## src/rtl/sinc_edge_pkg.sv

```systemverilog
// Shared encodings for the sinc edge detector.
//   mode_e  : run-time edge selection (rise / fall / both / off)
//   state_e : per-channel holdoff FSM states
//   edge_sel: applies the mode to raw rise/fall detects
package sinc_edge_pkg;

  typedef enum logic [1:0] {
    MODE_RISE = 2'b00,
    MODE_FALL = 2'b01,
    MODE_BOTH = 2'b10,
    MODE_OFF  = 2'b11
  } mode_e;

  typedef enum logic {
    ST_IDLE = 1'b0,
    ST_HOLD = 1'b1
  } state_e;

  function automatic logic edge_sel(input mode_e m, input logic rise, input logic fall);
    case (m)
      MODE_RISE: return rise;
      MODE_FALL: return fall;
      MODE_BOTH: return rise | fall;
      default:   return 1'b0;
    endcase
  endfunction

endpackage

```

## src/rtl/sinc_edge_ch.sv

```systemverilog
// One sinc channel: resynchroniser, edge detector, holdoff FSM, sticky miss
// flag and optional accepted-edge counter (SINC_EDGE_CNT_EN).
// Ports:
//   clk, rst         clock, async active-high reset
//   sinc             asynchronous sinc input
//   mode             edge selection (sinc_edge_pkg::mode_e encoding)
//   holdoff          suppression length, sampled on each accepted edge
//   miss_clr/cnt_clr sync clears of the miss flag / edge counter
//   sinc_level       synchronised sinc (last sync stage)
//   sinc_edge        1-clk pulse per accepted edge
//   edge_miss        sticky: edge detected while in holdoff
//   edge_cnt         accepted-edge count (0 when counter not built)
module sinc_edge_ch
  import sinc_edge_pkg::*;
#(
  parameter int unsigned SYNC_STAGES = 2,
  parameter int unsigned HOLDOFF_W   = 16,
  parameter int unsigned CNT_W       = 32
) (
  input  logic                 clk,
  input  logic                 rst,
  input  logic                 sinc,
  input  logic [1:0]           mode,
  input  logic [HOLDOFF_W-1:0] holdoff,
  input  logic                 miss_clr,
  input  logic                 cnt_clr,
  output logic                 sinc_level,
  output logic                 sinc_edge,
  output logic                 edge_miss,
  output logic [CNT_W-1:0]     edge_cnt
);

  logic [SYNC_STAGES-1:0] r_sync;
  logic                   r_prev;
  logic [HOLDOFF_W-1:0]   r_hcnt;
  logic                   r_edge;
  logic                   r_miss;
  state_e                 r_state;
  state_e                 w_state_nxt;

  logic                   w_s;
  logic                   w_det;
  logic                   w_accept;
  logic                   w_miss_set;
  logic [HOLDOFF_W-1:0]   w_hcnt_nxt;

  // Detect on the last sync stage against its previous value
  assign w_s   = r_sync[SYNC_STAGES-1];
  assign w_det = edge_sel(mode_e'(mode), w_s & ~r_prev, ~w_s & r_prev);

  // State register
  always_ff @(posedge clk or posedge rst) begin
    if (rst) r_state <= ST_IDLE;
    else     r_state <= w_state_nxt;
  end

  // Next state: hcnt==1 is the last suppressed cycle
  always_comb begin
    w_state_nxt = r_state;
    case (r_state)
      ST_IDLE: if (w_det && (holdoff != '0)) w_state_nxt = ST_HOLD;
      ST_HOLD: if (r_hcnt == HOLDOFF_W'(1)) w_state_nxt = ST_IDLE;
      default: w_state_nxt = ST_IDLE;
    endcase
  end

  // Outputs: accept in IDLE, count down and flag misses in HOLD
  always_comb begin
    w_accept   = 1'b0;
    w_miss_set = 1'b0;
    w_hcnt_nxt = r_hcnt;
    case (r_state)
      ST_IDLE: begin
        if (w_det) begin
          w_accept   = 1'b1;
          w_hcnt_nxt = holdoff;
        end
      end
      ST_HOLD: begin
        w_hcnt_nxt = r_hcnt - HOLDOFF_W'(1);
        w_miss_set = w_det;
      end
      default: ;
    endcase
  end

  // Sync chain, prev, holdoff counter and registered outputs
  always_ff @(posedge clk or posedge rst) begin
    if (rst) begin
      r_sync <= '0;
      r_prev <= 1'b0;
      r_hcnt <= '0;
      r_edge <= 1'b0;
      r_miss <= 1'b0;
    end else begin
      r_sync <= {r_sync[SYNC_STAGES-2:0], sinc};
      r_prev <= w_s;
      r_hcnt <= w_hcnt_nxt;
      r_edge <= w_accept;
      // A new miss beats a simultaneous clear
      r_miss <= w_miss_set | (r_miss & ~miss_clr);
    end
  end

  assign sinc_level = w_s;
  assign sinc_edge  = r_edge;
  assign edge_miss  = r_miss;

`ifdef SINC_EDGE_CNT_EN
  logic [CNT_W-1:0] r_cnt;

  // Clear with a simultaneous accept counts that edge
  always_ff @(posedge clk or posedge rst) begin
    if (rst)           r_cnt <= '0;
    else if (cnt_clr)  r_cnt <= CNT_W'(w_accept);
    else if (w_accept) r_cnt <= r_cnt + CNT_W'(1);
  end

  assign edge_cnt = r_cnt;
`else
  logic w_unused_cnt_clr;
  assign w_unused_cnt_clr = cnt_clr;
  assign edge_cnt         = '0;
`endif

endmodule

```

## src/rtl/sinc_edge_detector.sv

```systemverilog
// Multi-channel sinc edge detector: N_CH independent sinc_edge_ch instances.
// Optional per-channel edge counters are built when SINC_EDGE_CNT_EN is
// defined; otherwise edge_cnt reads 0 and cnt_clr is ignored.
// Ports:
//   clk, rst    clock, async active-high reset
//   sinc        N_CH asynchronous sinc inputs
//   mode        00 rise, 01 fall, 10 both, 11 disabled (all channels)
//   holdoff     suppression cycles after an accepted edge
//   miss_clr    sync clear of all edge_miss flags
//   cnt_clr     sync clear of all edge counters
//   sinc_level  synchronised sinc per channel
//   sinc_edge   1-clk pulse per accepted edge
//   edge_miss   sticky miss flags
//   edge_cnt    counts, channel i at [i*CNT_W +: CNT_W]
module sinc_edge_detector
  import sinc_edge_pkg::*;
#(
  parameter int unsigned N_CH        = 1,
  parameter int unsigned SYNC_STAGES = 2,
  parameter int unsigned HOLDOFF_W   = 16,
  parameter int unsigned CNT_W       = 32
) (
  input  logic                  clk,
  input  logic                  rst,
  input  logic [N_CH-1:0]       sinc,
  input  logic [1:0]            mode,
  input  logic [HOLDOFF_W-1:0]  holdoff,
  input  logic                  miss_clr,
  input  logic                  cnt_clr,
  output logic [N_CH-1:0]       sinc_level,
  output logic [N_CH-1:0]       sinc_edge,
  output logic [N_CH-1:0]       edge_miss,
  output logic [N_CH*CNT_W-1:0] edge_cnt
);

  for (genvar g = 0; g < int'(N_CH); g++) begin : g_ch
    sinc_edge_ch #(
      .SYNC_STAGES(SYNC_STAGES),
      .HOLDOFF_W  (HOLDOFF_W),
      .CNT_W      (CNT_W)
    ) u_ch (
      .clk       (clk),
      .rst       (rst),
      .sinc      (sinc[g]),
      .mode      (mode),
      .holdoff   (holdoff),
      .miss_clr  (miss_clr),
      .cnt_clr   (cnt_clr),
      .sinc_level(sinc_level[g]),
      .sinc_edge (sinc_edge[g]),
      .edge_miss (edge_miss[g]),
      .edge_cnt  (edge_cnt[g*CNT_W +: CNT_W])
    );
  end

endmodule
```

## config.mk

```make
export PLATFORM = sky130hd
export DESIGN_NAME = sinc_edge_detector
export DESIGN_NICKNAME = d
export VERILOG_FILES = /design/src/rtl/sinc_edge_pkg.sv /design/src/rtl/sinc_edge_ch.sv /design/src/rtl/sinc_edge_detector.sv
export SDC_FILE = /design/constraint.sdc
export NUM_CORES = 1
export LEC_CHECK = 0
export ABC_AREA = 1
export BUFFER_PORTS_ARGS = -buffer_cell sky130_fd_sc_hd__buf_4
export CORE_MARGIN = 1.5
export CORE_UTILIZATION = 28
export CTS_BUF_LIST = sky130_fd_sc_hd__clkbuf_4
export CTS_CLUSTER_DIAMETER = 150
export DETAILED_ROUTE_END_ITERATION = 16
export PLACE_DENSITY_LB_ADDON = 0.3
export SLEW_MARGIN = 25
export SYNTH_ARGS = -nofsm -noshare
export SYNTH_HDL_FRONTEND = slang
export SYNTH_SLANG_ARGS = --single-unit
```

## constraint.sdc

```tcl
create_clock -name clk -period 1.4 [get_ports clk]
set_input_delay 0.07 -clock clk [delete_from_list [all_inputs] [get_ports clk]]
set_output_delay 0.07 -clock clk [all_outputs]
set_load 0.02 [all_outputs]
```

# Word-level counts from Yosys, hierarchy flattened
# Index checks and enable logic that the tools add are counted.
# word_totals
ff_bits,22
wordCells,32
out_inout_bits,35
# op_classes
n_eq_ne,4
add_sub_neg,1
muxes,9
bitwise_logic,9
reduce_logical,3
# op_table
op,n
16-bit one-hot mux with 2 select lines,1
"16-bit by 1-bit == test with 1-bit output, second input constant",1
16-bit two-way mux,1
16-bit nonzero test,1
"16-bit by 1-bit subtractor with 16-bit output, second input constant",1
1-bit two-way mux,5
1-bit inverter,4
1-bit AND,3
1-bit one-hot mux with 3 select lines,1
"2-bit by 1-bit == test with 1-bit output, second input constant",1
"2-bit == test, second input constant",1
2-bit zero test,1
"2-bit by 1-bit != test with 1-bit output, second input constant",1
1-bit bitwise OR,2
1-bit one-hot mux with 2 select lines,1
1-bit logical AND,1

# Logic depth before layout (Yosys ltp)
# Gate-level depths: netlist of the first run.
# logic_depth
word_depth,7
ltp_mapped,10
mapped_depth_nobuf,10

# Least setup slack after synthesis of the first run
# No wires, ideal clock.
# synth_path
kind,register to register
start,register g_ch[0].u_ch.r_sync[1]
end,register g_ch[0].u_ch.r_hcnt[7]
arrival_ns,1.426
required_time_ns,1.331
stages_incl_launch_ff,10
path_buffers,0
path_slack_ns,-0.095
setup_time_ns,0.069
cell_sequence,dfrtp_1 -> inv_1 -> ha_1 -> nand2_1 -> nand3_4 -> nand2_4 -> nand2_4 -> inv_4 -> nand2_1 -> nand3b_1
# synth_via
elab_chain_cells,5
elab_cells_between_ends,6
classes_between,eq/ne (1); mux (1); bitwise (4)
# synth_lines
element,line_no,rtl
"start, declared",sinc_edge_ch.sv:33,logic [SYNC_STAGES-1:0] r_sync;
"start signal, assigned",sinc_edge_ch.sv:96,"r_sync <= {r_sync[SYNC_STAGES-2:0], sinc};"
1-bit inverter,sinc_edge_ch.sv:49,"assign w_det = edge_sel(mode_e'(mode), w_s & ~r_prev, ~w_s & r_prev);"
1-bit AND,sinc_edge_ch.sv:49,
1-bit bitwise OR,sinc_edge_pkg.sv:23,MODE_BOTH: return rise | fall;
1-bit one-hot mux with 3 select lines *,sinc_edge_pkg.sv:20,case (m)
2-bit by 1-bit != test with 1-bit output (no line) *,n/a,
"end signal, assigned",sinc_edge_ch.sv:98,r_hcnt <= w_hcnt_nxt;
"end, declared",sinc_edge_ch.sv:35,logic [HOLDOFF_W-1:0] r_hcnt;
# Mark *: on every way between the ends. The rest lies on a longest branch, timed or not.
# A chain may end at the register's enable or synchronous reset.

# Worst setup path after layout of the first run
# layout_path
start,register g_ch[0].u_ch.r_sync[1]
end,register g_ch[0].u_ch.r_hcnt[3]
# Same word-level chain as after synthesis.

==> results by stage, run 1 <==
Setup path:
- The worst-path maximum fanout is 6.
- Counting buffers and inverters, the worst setup path is 9 cells deep.
- The worst path required time is 1650 ps.
- The worst reg2reg path startpoint is g_ch[0].u_ch.r_sync[1].
- The buffers plus inverters on the worst setup path is 2.
- The worst setup path is captured at a flop.
- STA classifies the critical path startpoint as a flop.
- The end of the critical path is g_ch[0].u_ch.r_hcnt[3].
- The worst setup path category is flop to flop.
- The most critical setup path has its startpoint at g_ch[0].u_ch.r_sync[1].
- The worst register-to-register path ends at g_ch[0].u_ch.r_hcnt[3].
- The family with the most delay on the worst path is simple AND/OR/NAND/NOR gates.
- The data arrival time of the critical path is 1670 ps.
- The worst register-to-register path has a depth of 9.
- Walking the worst path, the cells encountered are inv_2 -> ha_4 -> nand2_2 -> nand3_4 -> nand2_8 -> nand2_8 -> inv_6 -> nand2_1 -> nand3_1.
- The worst reg-to-reg setup slack is -20 ps.
- The cell that appears most often on the critical path is sky130_fd_sc_hd__nand2_8.
- On the critical path, the stage with the largest delay is an instance of sky130_fd_sc_hd__dfrtp_2.
- On the worst path, the slowest cell contributes a delay of 440 ps.

Global routing:
- The initial antenna violation count is 0.
- The global-route usage over all layers is 12.6%.
- The pin count of the biggest net entering global routing is 23.
- The via count of the first global-routing pass is 1453.
- The global-route wire length before repair is 6.59 mm.
- For this run the aggregate overflow at the end of global routing stands at 0.

Synth:
- The synthesized area divided by synthesized cell count is 6.77 um2.
- The number of warnings issued by yosys is 0.
- Sorting the synthesized cells by how often they occur yields 71 x sky130_fd_sc_hd__nand2_1, 32 x sky130_fd_sc_hd__buf_4, 32 x sky130_fd_sc_hd__inv_1.
- The post-synthesis register bit count is 22.
- After technology mapping, the gate count stands at 256.
- The fraction of post-synthesis cell area in the top cell type by area is 31.8%.
- The primary flip-flop cell chosen by synthesis mapping is sky130_fd_sc_hd__dfrtp_1.
- The cell with the most instances after synthesis is sky130_fd_sc_hd__nand2_1.
- The count of different cell masters after synthesis is 27.
- Yosys mapped a number of flops with a built-in enable equal to 0.
- The async set-or-reset flop fraction in the synthesized netlist is 100%.
- Yosys attributes the largest share of cell area to sky130_fd_sc_hd__dfrtp_1 32%, sky130_fd_sc_hd__nand2_1 15%, sky130_fd_sc_hd__buf_4 14%.
- The fraction of the yosys area taken by sequential cells is 31.8%.
- The cell area that synthesis handed to floorplanning was 1730 um2.
- The cell accounting for the most synthesized area is sky130_fd_sc_hd__dfrtp_1.

Final layout:
- The number of filler instances in the final layout is 657.
- The synthesis-to-layout area growth is 24.0%.
- The number of nets in the finished design is 330.
- The sequential cells in the finished layout cover a total of 552 um2.
- The fraction of final layout cells sized beyond drive strength 1 is 20.2%.
- The number of antenna diodes is 0.
- The footprint of the multi-input gates is 983 um2.
- The finished cells cover 2150 um2.

STA:
- Setup repair after global routing could not meet its margin everywhere.
- Derived from the worst setup path, the maximum achievable clock frequency is 702 MHz.
- The number of hold-slack violations in the final timing report was 0.
- Setup slack on the critical path of the routed design comes to -23.6 ps.
- On the final layout, the worst clock skew is 14.4 ps.
- After layout, the worst path uses 102% of the clock period.
- The final max-slew violation count is 0.
- Setup violations remaining at the end of the flow were counted as 6.
- The routed design could run at a clock period as short as 1420 ps.
- After routing, the total negative slack on setup checks comes to -51.0 ps.

Route:
- The vias after detailed routing is 1598.
- In the routed design, unresolved DRC markers number 0.
- For this run, the detailed router's first-pass iteration total came to 4.
- For this block, the initial DRC count from the detailed router was 114.
- The wire length after detailed routing is 3.96 mm.
- Dividing the detail-routed via count by the number of cells gives 4.24.
- The remaining antenna violation count after routing is 0.
- The average wire per cell in the routed design is 10.5 um.

Place:
- The congestion estimate from routability-driven global placement came to 0.817.
- Port buffering added 24 buffers.
- The pre-CTS worst setup slack is -54.3 ps.
- The HPWL after detailed placement is 2.85 mm.
- The total placed instance area is 1930 um2.

Power:
- Across the VDD grid, the largest voltage drop is 0.324 mV.
- In this run the static leakage power is 1.09 nW.
- The internal power of the cells totals 843 uW.
- Dividing total power by cell area gives a power density of 568 nW/um2.
- Net switching is 30.9% of the power.
- The portion of total power attributed to combinational logic is 21.2%.
- In this run the power spent charging and discharging nets is 377 uW.
- The fraction of power consumed by sequential logic is 53.2%.
- The clock network accounts for 25.5% of the total power.
- The overall power consumption is 1.22 mW.

Die:
- The number of top-level pins is 58.
- The die is 81.7 um wide.
- The floorplan die area is 6670 um2.
- The total area inside the core boundary comes to 5960 um2.
- After floorplanning, the core was divided into 28 placement rows.
- The die outline height is 81.7 um.
- The initial cell density of the core is 29.1%.

CTS:
- The number of H-tree levels is 1.
- For this design, the sink count on the clock tree is 22.
- Counting along the longest clock path gives a buffer depth of 2.
- TritonCTS built the clock tree.
- In this run the clock root is driven by a sky130_fd_sc_hd__clkbuf_4.
- The later pin in the worst-skew pair is clocked with a latency of 320 ps.
- The TritonCTS buffer count is 3.
- After clock tree synthesis, the clock-pin slew on the worst setup and hold paths is 140 ps.

Run status:
- The final reports fail on negative setup slack.
- The run finished, with violations left.

Job:
- The max-capacitance violation count is 0.

Worst hold path:
- The launch point of the worst hold path is holdoff[9].
- The path class of the tightest hold or removal check is input pin to flop.
==> flip-flops by register name (all words and copies together), names as in the netlist <==
| signal | count |
|---|---|
| g_ch.u_ch.r_prev | 1 |
| g_ch.u_ch.edge_miss | 1 |
| g_ch.u_ch.r_sync | 2 |
| g_ch.u_ch.sinc_edge | 1 |
| g_ch.u_ch.r_state | 1 |
| g_ch.u_ch.r_hcnt | 16 |
==> worst reg2reg max path, delay by kind of cell, from the launching register on <==
kind	cells	cell delay [ps]
DFF	1	440
buffers and inverters	2	160
and+or+nand+nor	6	590
adders and majority gates	1	190
==> timing repair <==
item                                   4_1_cts  5_1_grt
gates resized for setup                      4       10
setup endpoints to repair                    8       18
buffers inserted                             2        0
endpoints found under the hold margin       31        0
pin swaps                                    1        6
hold buffers                                10        0
cloned                                       1        2
==> cells by family (layout without fill, tap and decap cells) <==
group           after synthesis  after routing  share of synthesized area (%)
simple gates                154            156                           41.1
fa+ha+maj                     4              4                           2.89
compound gates                6              6                           1.81
buf+inv                      69             82                           22.2
flops                        22             22                           31.8
other cells                   1             32                          0.216
==> routing by layer <==
| layer | vias up | global-route usage (%) | wire, um | part of all wire (%) |
|---|---|---|---|---|
| met4 | 0 | 2.03 | 21 | 0.53 |
| met5 | - | 0 | 0 | 0 |
| met1 | 724 | 16.7 | 1990 | 50 |
| met2 | 39 | 21.7 | 1820 | 46 |
| met3 | 2 | 2.33 | 137 | 3.5 |
| li1 | 833 | - | - | - |
==> area by class of cell <==
class,count,area share (%)
clock buffers,3,1.05
clock inverters,1,0.175
repair buffers,43,16.4
inverters,34,6.29
well taps,75,4.37
multi-input cells,198,45.8
flip-flops and latches,22,25.7
repair inverters,1,0.291
==> cell usage in the layout, fill, tap and decap left out, types with 3 or more instances in the layout <==
cell	n
sky130_fd_sc_hd__inv_1	30
sky130_fd_sc_hd__clkbuf_4	3
sky130_fd_sc_hd__nand4_1	9
sky130_fd_sc_hd__nand2_2	4
sky130_fd_sc_hd__nand3_1	30
sky130_fd_sc_hd__ha_1	3
sky130_fd_sc_hd__nor2_2	4
sky130_fd_sc_hd__nor2_1	24
sky130_fd_sc_hd__o21ai_0	3
sky130_fd_sc_hd__conb_1	32
sky130_fd_sc_hd__dlygate4sd3_1	10
sky130_fd_sc_hd__dfrtp_1	21
sky130_fd_sc_hd__buf_4	32
sky130_fd_sc_hd__nand2_1	68
==> power by group through the flow <==
stage	clock network [mW]	logic (mW)	registers [mW]
CTS	0.334	0.245	0.648
detailed placement	0	0.215	0.660
floorplan	0	0.191	0.667
global route	0.358	0.287	0.651
finish	0.311	0.259	0.649
global placement	0	0.214	0.660
==> through the flow <==
step | utilization, % | std cells | hold WS [ps]
CTS | 35.2 | 375 | 47.8
global placement | 32.4 | 358 | 137
detailed placement | 32.4 | 358 | 141
floorplan | - | 287 | 59.2
finish | 36.1 | 377 | 59.5
global route | 36.1 | 377 | 60.7
==> how the worst min path moves through the flow <==
| stage | endpoint | slack (ps) | cells after the start |
|---|---|---|---|
| CTS | g_ch[0].u_ch.r_hcnt[10] | 50 | 5 |
| global route | g_ch[0].u_ch.r_hcnt[9] | 60 | 5 |
| finish | g_ch[0].u_ch.r_hcnt[9] | 60 | 5 |
| detailed placement | g_ch[0].u_ch.edge_miss | 140 | 3 |
| floorplan | g_ch[0].u_ch.edge_miss | 60 | 1 |
| global placement | g_ch[0].u_ch.edge_miss | 140 | 3 |
No activity file was read; power rests on OpenSTA's default activity.
==> run 2: changes to the inputs <==
Settings changed: ABC_AREA 1 to default, SYNTH_HIERARCHICAL from default to 1.
==> run 2 against run 1 <==
Compared with the run above:
- the flow still finishes with violations (negative setup slack)
- global-route usage grew 2.5 points
- first-iteration DRC count shrank 65%
- sequential power grew 4.6%
- via count shrank 15%
- count of clock-buffer cells in the layout grew 1
- area after synthesis shrank 15%
- final area grew 8.6%
- clock power grew 6%
- core utilization grew 9.6 points
- fmax shrank 25%
- synthesized cell count shrank 35%
- register-to-register slack lost 470 ps
==> results by stage, run 2 <==
Worst hold path:
- The startpoint identified for the worst hold timing path is holdoff[2].
- The depth of the worst hold-timing path is 3.
- For hold timing, the worst endpoint is g_ch[0].u_ch/r_hcnt[2].
- The classification of the worst-slack hold path is input pin to flop.

Run status:
- The final reports fail on negative setup slack.
- The run finished, with violations left.

Setup path:
- The worst setup path is launched from a flop.
- At the worst endpoint, the required time is 1620 ps.
- The critical path capture point type is a flop.
- In this run the register-to-register setup slack is -500 ps.
- The signal on the critical path passes through or4_4 -> or4_4 -> nor3_2 -> and4_1 -> o21ai_1.
- In this run the critical register-to-register path is launched from g_ch[0].u_ch/r_hcnt[8].
- The worst setup path category is flop to flop.
- The critical path's most frequent cell is sky130_fd_sc_hd__or4_4.
- Measured in cells, the most critical reg-to-reg path has a length of 5.
- The worst flop-to-flop path endpoint is g_ch[0].u_ch/r_state.
- Of all nets on the critical path, the largest fanout is 4.
- In this design, the stage delay of the slowest critical-path cell is 540 ps.
- The slowest stage of the critical path is the sky130_fd_sc_hd__or4_4 cell.
- For the worst setup path, the data arrival time is 2110 ps.

CTS:
- The CTS tree is yes.
- The maximum clock insertion buffer count is 2.
- In this run the number of H-tree levels came out at 1.
- In this run the clock root is driven by a sky130_fd_sc_hd__clkbuf_4.
- The clock drives 22 sinks.
- At the later pin of the worst-skew pair, clock insertion delay measures 310 ps.
- TritonCTS created 3 clock buffers.
- The clock-pin slew on the worst setup and hold paths is 130 ps.

STA:
- The ratio of final minimum period to clock period is 135%.
- The number of hold-slack violations in the final timing report is 0.
- The final clock skew is 4.54 ps.
- The smallest clock period supported by the final layout is computed as 1900 ps.
- Setup violations remaining at the end of the flow were counted as 19.
- The final max-slew violation count is 0.
- The worst hold slack after final layout is 43.6 ps.
- Setup repair after global routing could not meet its margin everywhere.
- Setup slack on the critical path of the routed design comes to -496 ps.
- The achievable clock frequency is 527 MHz.

Power:
- The largest voltage drop on the vdd net is 0.398 mV.
- The ratio of total power to cell area is 584 nW/um2.
- For this design the static power due to leakage is 1.08 nW.

Route:
- The count of nets left with antenna violations once routing finished came out at 0.
- For this run, design rule violations remaining after detail routing come to 0.
- After detailed routing, the total wire length is 3.92 mm.
- In the routed layout, each cell is associated on average with a via count of 4.41.
- The average wire per cell in the routed design is 12.8 um.
- Summing over every cut layer, the via total after detailed routing is 1355.
- The iteration count of the initial detailed-routing pass is 4.
- For this block, the initial DRC count from the detailed router was 40.

Place:
- The total of buffers placed on input and output ports is 24.
- The number of placed instances, taps included, is 288.
- Once detailed placement completed, the half-perimeter wirelength came to 2.73 mm.
- The total placed instance area is 1940 um2.
- The congestion estimate from routability-driven global placement came to 0.782.

Final layout:
- The final standard cell area without fillers is 2330 um2.
- The fraction of final layout cells sized beyond drive strength 1 is 48.1%.
- Ranked by flip-flop count, first place goes to g_ch.u_ch/r_hcnt.
- The non-filler instance count after layout is 307.
- Leaving out fill and tap cells, the most frequent cell in the layout is sky130_fd_sc_hd__buf_4.
- The area growth from synthesis to layout is 57.7%.
- Leaving out fill and tap cells, the most frequent cells in the layout are 54 x sky130_fd_sc_hd__buf_4, 32 x sky130_fd_sc_hd__conb_1, 21 x sky130_fd_sc_hd__dfrtp_1.
- The filler cells instantiated in the layout total 511.
- The number of nets in the finished design is 265.
- The largest registers in the layout are g_ch.u_ch/r_hcnt (16), g_ch.u_ch/r_sync (2).
- The number of antenna diodes is 0.
- The flip-flop count of the largest register after layout is 16.

Synth:
- Among all flip-flop cells after synthesis, the most frequent one is sky130_fd_sc_hd__dfrtp_1.
- The post-synthesis register bit count is 22.
- The fraction of post-synthesis cell area in the top cell type by area is 37.2%.
- The number of warnings issued by yosys is 6.
- Counting distinct cell types in the post-synthesis netlist gives 40.
- The synthesized area divided by synthesized cell count is 8.86 um2.
- The commonest cells after synthesis are 32 x sky130_fd_sc_hd__buf_4, 22 x sky130_fd_sc_hd__dfrtp_1, 13 x sky130_fd_sc_hd__nor2_1.
- After synthesis, the cell types taking the most area are sky130_fd_sc_hd__dfrtp_1 37%, sky130_fd_sc_hd__buf_4 16%, sky130_fd_sc_hd__ha_1 3.4%.
- Counting flops with a built-in enable in the synthesized netlist gives 0.
- The cell with the most instances after synthesis is sky130_fd_sc_hd__buf_4.
- Of all flip-flops after synthesis, the portion carrying an async set or reset was 100%.
- The cell accounting for the most synthesized area is sky130_fd_sc_hd__dfrtp_1.
- The number of instances in the synthesized netlist is 167.
- The fraction of the yosys area taken by sequential cells is 37.2%.
- The cell area after technology mapping is 1480 um2.

Global routing:
- Entering global routing, the biggest net connects 23 pins.
- The global route total overflow is 0.
- The first global-routing pass estimated 6.44 mm of wire.
- The initial antenna violation count was 0.
- Global routing used 15.1% of the available tracks.
- The via count of the first global-routing pass is 1380.

Die:
- The width of the chip is 75.7 um.
- The row count is 26.
- The core box area is 5110 um2.
- The die covers 5730 um2.
- The initial utilization of the core area, before any placement, comes to 29.0%.
- From bottom edge to top edge, the die measures 75.7 um.
- The number of top-level pins is 58.

Job:
- The tool flagged a number of max-cap violations equal to 0.
## run 2: changes by cell type in the layout (fill, tap and decap cells not counted), sizes merged, moves of 5 or more
cell / change
nand2: -68
buf: +29
nand3: -27
inv: -25
nor2: -16
nand4: -8
a21oi: +7
nor4: +6
mux2i: +5
o21ai: +5
## run 2: cells by family after synthesis
logic type / count (synthesis) / synth area share (%)
flops: 22 / 37.2
compound gates: 28 / 11.7
simple gates: 55 / 21.1
buf+inv: 47 / 20.1
fa+ha+maj: 4 / 3.38
other cells: 1 / 0.254
xor+xnor: 5 / 2.96
mux: 5 / 3.38
## run 2: worst max-delay path by stage
stage | endpoint | slack (ps) | cells after the start | start
2_1_floorplan | g_ch[0].u_ch/r_hcnt[14] | -470 | 7 | g_ch[0].u_ch/r_hcnt[0]
3_3_place_gp | g_ch[0].u_ch/r_state | -460 | 5 | g_ch[0].u_ch/r_hcnt[8]
3_5_place_dp | g_ch[0].u_ch/r_state | -500 | 5 | g_ch[0].u_ch/r_hcnt[8]
4_1_cts | g_ch[0].u_ch/r_hcnt[13] | -520 | 5 | g_ch[0].u_ch/r_hcnt[8]
5_1_grt | g_ch[0].u_ch/r_state | -570 | 5 | g_ch[0].u_ch/r_hcnt[8]
6_report | g_ch[0].u_ch/r_state | -500 | 5 | g_ch[0].u_ch/r_hcnt[8]
## run 2: report_power, final
| part | internal (mW) | switching (mW) |
|---|---|---|
| registers | 0.659 | 0.0194 |
| logic | 0.151 | 0.201 |
| clock network | 0.131 | 0.199 |
## run 2: critical path: cells and delay by family, from the launching register on
family             cells  cell delay (ps)
and+or+nand+nor        4             1350
DFF                    1              410
AOI/OAI and AO/OA      1               50
## run 2: cell type report
cell class	count	area [um2]	area share [%]
sequential	22	552	23.7
tap	70	87.6	3.76
multi-input combinational	129	1010	43.4
clock buffer	4	30.0	1.29
inverter	11	43.8	1.88
timing repair buffer	71	607	26.0
## run 2: routing by layer
layer	up-vias	share of wire (%)	track usage [%]
li1	657	-	-
met5	-	0	0
met3	4	3.8	3.31
met1	657	44	18.9
met2	37	52	26.3
met4	0	0.64	3.97
## run 2: what timing repair did
action,CTS,global route
hold buffers,8,1
buffers inserted,6,5
hold endpoints to repair,29,1
pin swaps,19,6
resized for setup,37,19
setup endpoints to repair,18,19
gates cloned,1,0
## run 2: metrics by stage
| stage | setup WS (ps) | power, mW | util [%] | TNS, ps |
|---|---|---|---|---|
| after floorplan | -471 | 0.925 | - | -5610 |
| after global placement | -461 | 0.979 | 37.9 | -5180 |
| after detailed placement | -505 | 0.980 | 37.9 | -5560 |
| after CTS | -518 | 1.36 | 44.6 | -5360 |
| after global routing | -568 | 1.45 | 45.7 | -6900 |
| final | -496 | 1.36 | 45.7 | -5140 |
==> run 3: changes to the inputs <==
Settings changed: CORE_UTILIZATION 28 to 50.
Clock period 1.4 ns to 2.05 ns, I/O delays scaled along.
==> run 3 against run 2 <==
Compared with the run above:
- the run ends with negative hold slack left
- critical endpoint is now g_ch[0].u_ch/r_hcnt[14]
- clock skew fell by 0.87 ps
- sequential share of layout area rose by 8.5 points
- global-route usage rose by 4.4 points
- wire length fell by 24%
- combinational power fell by 54%
- count of clock-buffer cells in the layout fell by 1
==> results by stage, run 3 (synthesis results as in run 2) <==
Global routing:
- For this run, the total global-route usage over all layers was measured as 19.5%.
- The via count of the first global-routing pass came to 1171.
- The initial antenna violation count is 0.
- The global route total overflow is 0.
- Entering global routing, the biggest net connects 23 pins.
- The first global-routing pass estimated 5.09 mm of wire.

CTS:
- Clock latency on the worst-skew pair, taken at its later pin, is 300 ps.
- The clock sink count is 22.
- The clock-pin slew on the worst setup and hold paths is 120 ps.
- The TritonCTS buffer count is 3.
- The library cell used as clock root buffer is sky130_fd_sc_hd__clkbuf_4.
- The clock passes through at most 2 buffers.
- TritonCTS built the clock tree.
- The number of H-tree levels is 1.

Setup path:
- The setup path with the least slack is of type flop to flop.
- The worst setup path is launched from a flop.
- The worst register-to-register path begins at g_ch[0].u_ch/r_hcnt[8].
- In this run the register-to-register setup slack is 60 ps.
- For the worst setup path, the data required time is 2240 ps.
- The data arrival time of the critical path is 2180 ps.
- In this run the critical register-to-register path is captured at g_ch[0].u_ch/r_hcnt[14].
- Along the worst path, the maximum fanout reaches 4.
- The critical path capture point type is a flop.
- The number of cells on the worst reg-to-reg path is 5.

STA:
- The final clock skew is 3.67 ps.
- The final max-slew violation count was 0.
- Setup repair after global routing could not meet its margin everywhere.
- The worst hold slack after final layout is -37.3 ps.
- The final critical path takes up 97.2% of the cycle.
- At the pin with the least slew margin, the transition time is 851 ps.
- Derived from the worst setup path, the maximum achievable clock frequency is 502 MHz.
- Setup violations remaining at the end of the flow were counted as 0.
- The final critical delay including setup and external delays is 1990 ps.
- The worst pin sits at a relative slew slack of 43.2%.
- The number of hold-slack violations in the final timing report was 22.

Die:
- 58 I/O pins were placed.
- The die is 57.4 um tall.
- The die covers 3290 um2.
- From left edge to right edge, the die measures 57.4 um.
- For this configuration, the core starts out at a cell density of 53.2%.
- The core region is 2780 um2.
- The floorplan has 19 rows.

Final layout:
- The most common cell after layout, fill and taps aside is sky130_fd_sc_hd__buf_4.
- The final standard cell area without fillers is 1710 um2.
- The register with the most flip-flops in the final layout is g_ch.u_ch/r_hcnt.
- The number of antenna diodes is 0.
- Leaving out fill and tap cells, the most frequent cells in the layout are 35 x sky130_fd_sc_hd__buf_4, 32 x sky130_fd_sc_hd__conb_1, 22 x sky130_fd_sc_hd__dfrtp_1.
- The post-route netlist has 24.8% of its cells at a drive strength greater than 1.
- The area growth from synthesis to layout is 15.9%.
- The flip-flop count of the largest register after layout is 16.
- The utilization after layout is 61.6%.
- In the final layout, the registers with the most flip-flops are g_ch.u_ch/r_hcnt (16), g_ch.u_ch/r_sync (2).
- The number of nets in the finished design is 231.

Power:
- The largest voltage drop on the vdd net is 0.317 mV.
- For this design the ratio of total power to cell area is 480 nW/um2.
- The standby leakage power is 0.828 nW.

Job:
- The tool flagged a number of max-cap violations equal to 0.

Route:
- The count of nets left with antenna violations once routing finished came out at 0.
- The wire length after detailed routing is 2.97 mm.
- The vias after detailed routing is 1223.
- Dividing the detail-routed wire length by the instance count gives 12.7 um.
- Before antenna repair, the detailed router went through 4 iterations.
- After detailed routing, the number of remaining DRC violations is 0.
- After detailed routing, the number of vias per cell comes to 5.25.
- For this block, the initial DRC count from the detailed router was 23.

Worst hold path:
- The classification of the worst-slack hold path is input pin to asynchronous set/reset pin.

Place:
- The last weighted congestion value of the routability-driven placer is 0.867.
- The placed instances occupy a cell area of 1640 um2.
- The HPWL after detailed placement is 2.35 mm.
- The total of buffers placed on input and output ports is 24.

Run status:
- The checks that failed: negative hold slack.
- The flow ran to the end, but the final reports show violations.
## run 3: report_power, final
part / total, mW / switching, mW / internal (mW)
clock: 0.194 / 0.126 / 0.0684
combinational: 0.163 / 0.104 / 0.0586
sequential: 0.466 / 0.0161 / 0.450
## run 3: area by class of cell
class / count / area (um2)
Inverter: 11 / 41.3
Clock buffer: 3 / 22.5
Fill cell: 259 / 1070
Tap cell: 31 / 38.8
Multi-Input combinational cell: 129 / 778
Sequential cell: 22 / 551
Timing Repair Buffer: 37 / 283
## run 3: critical path: stages, from the launching register on
cell and delay, ps:
sky130_fd_sc_hd__dfrtp_1 420, sky130_fd_sc_hd__or4_4 580, sky130_fd_sc_hd__or4_4 480, sky130_fd_sc_hd__nor3_2 190, sky130_fd_sc_hd__xnor2_1 130, sky130_fd_sc_hd__mux2i_1 90
## run 3: per-stage QoR
stage,hold WS (ps),instances,power [mW],setup slack [ps],setup TNS (ps)
after floorplan,91.7,198,0.618,28.2,0
after global placement,214,228,0.627,50.3,0
after detailed placement,214,228,0.631,24.2,0
after CTS,1.87,233,0.827,0.959,0
after global routing,3.24,233,0.875,-31.9,-45.4
final,-37.3,233,0.823,56.8,0
## run 3: timing repair
item / CTS / global route
buffers inserted: 0 / 0
hold buffers: 2 / 0
resized for setup: 0 / 7
endpoints found under the setup margin: 0 / 6
hold endpoints to repair: 2 / 0
## run 3: per-layer routing
metal | share of wire, % | global-route usage (%) | vias to the layer above
met2 | 50 | 33.9 | 44
met1 | 44 | 25.6 | 589
met4 | 1.4 | 5.32 | 0
met5 | 0 | 0 | -
li1 | - | - | 586
met3 | 3.8 | 2.27 | 4
## run 3: worst max path at each step
| stage | startpoint | to | depth (start not counted) |
|---|---|---|---|
| 3_3_place_gp | g_ch[0].u_ch/r_hcnt[1] | g_ch[0].u_ch/r_hcnt[12] | 7 |
| 4_1_cts | g_ch[0].u_ch/r_hcnt[1] | g_ch[0].u_ch/r_hcnt[12] | 7 |
| 6_report | g_ch[0].u_ch/r_hcnt[8] | g_ch[0].u_ch/r_hcnt[14] | 5 |
| 2_1_floorplan | g_ch[0].u_ch/r_sync[1] | g_ch[0].u_ch/r_hcnt[10] | 9 |
| 5_1_grt | g_ch[0].u_ch/r_hcnt[1] | g_ch[0].u_ch/r_hcnt[12] | 7 |
| 3_5_place_dp | g_ch[0].u_ch/r_hcnt[1] | g_ch[0].u_ch/r_hcnt[12] | 7 |
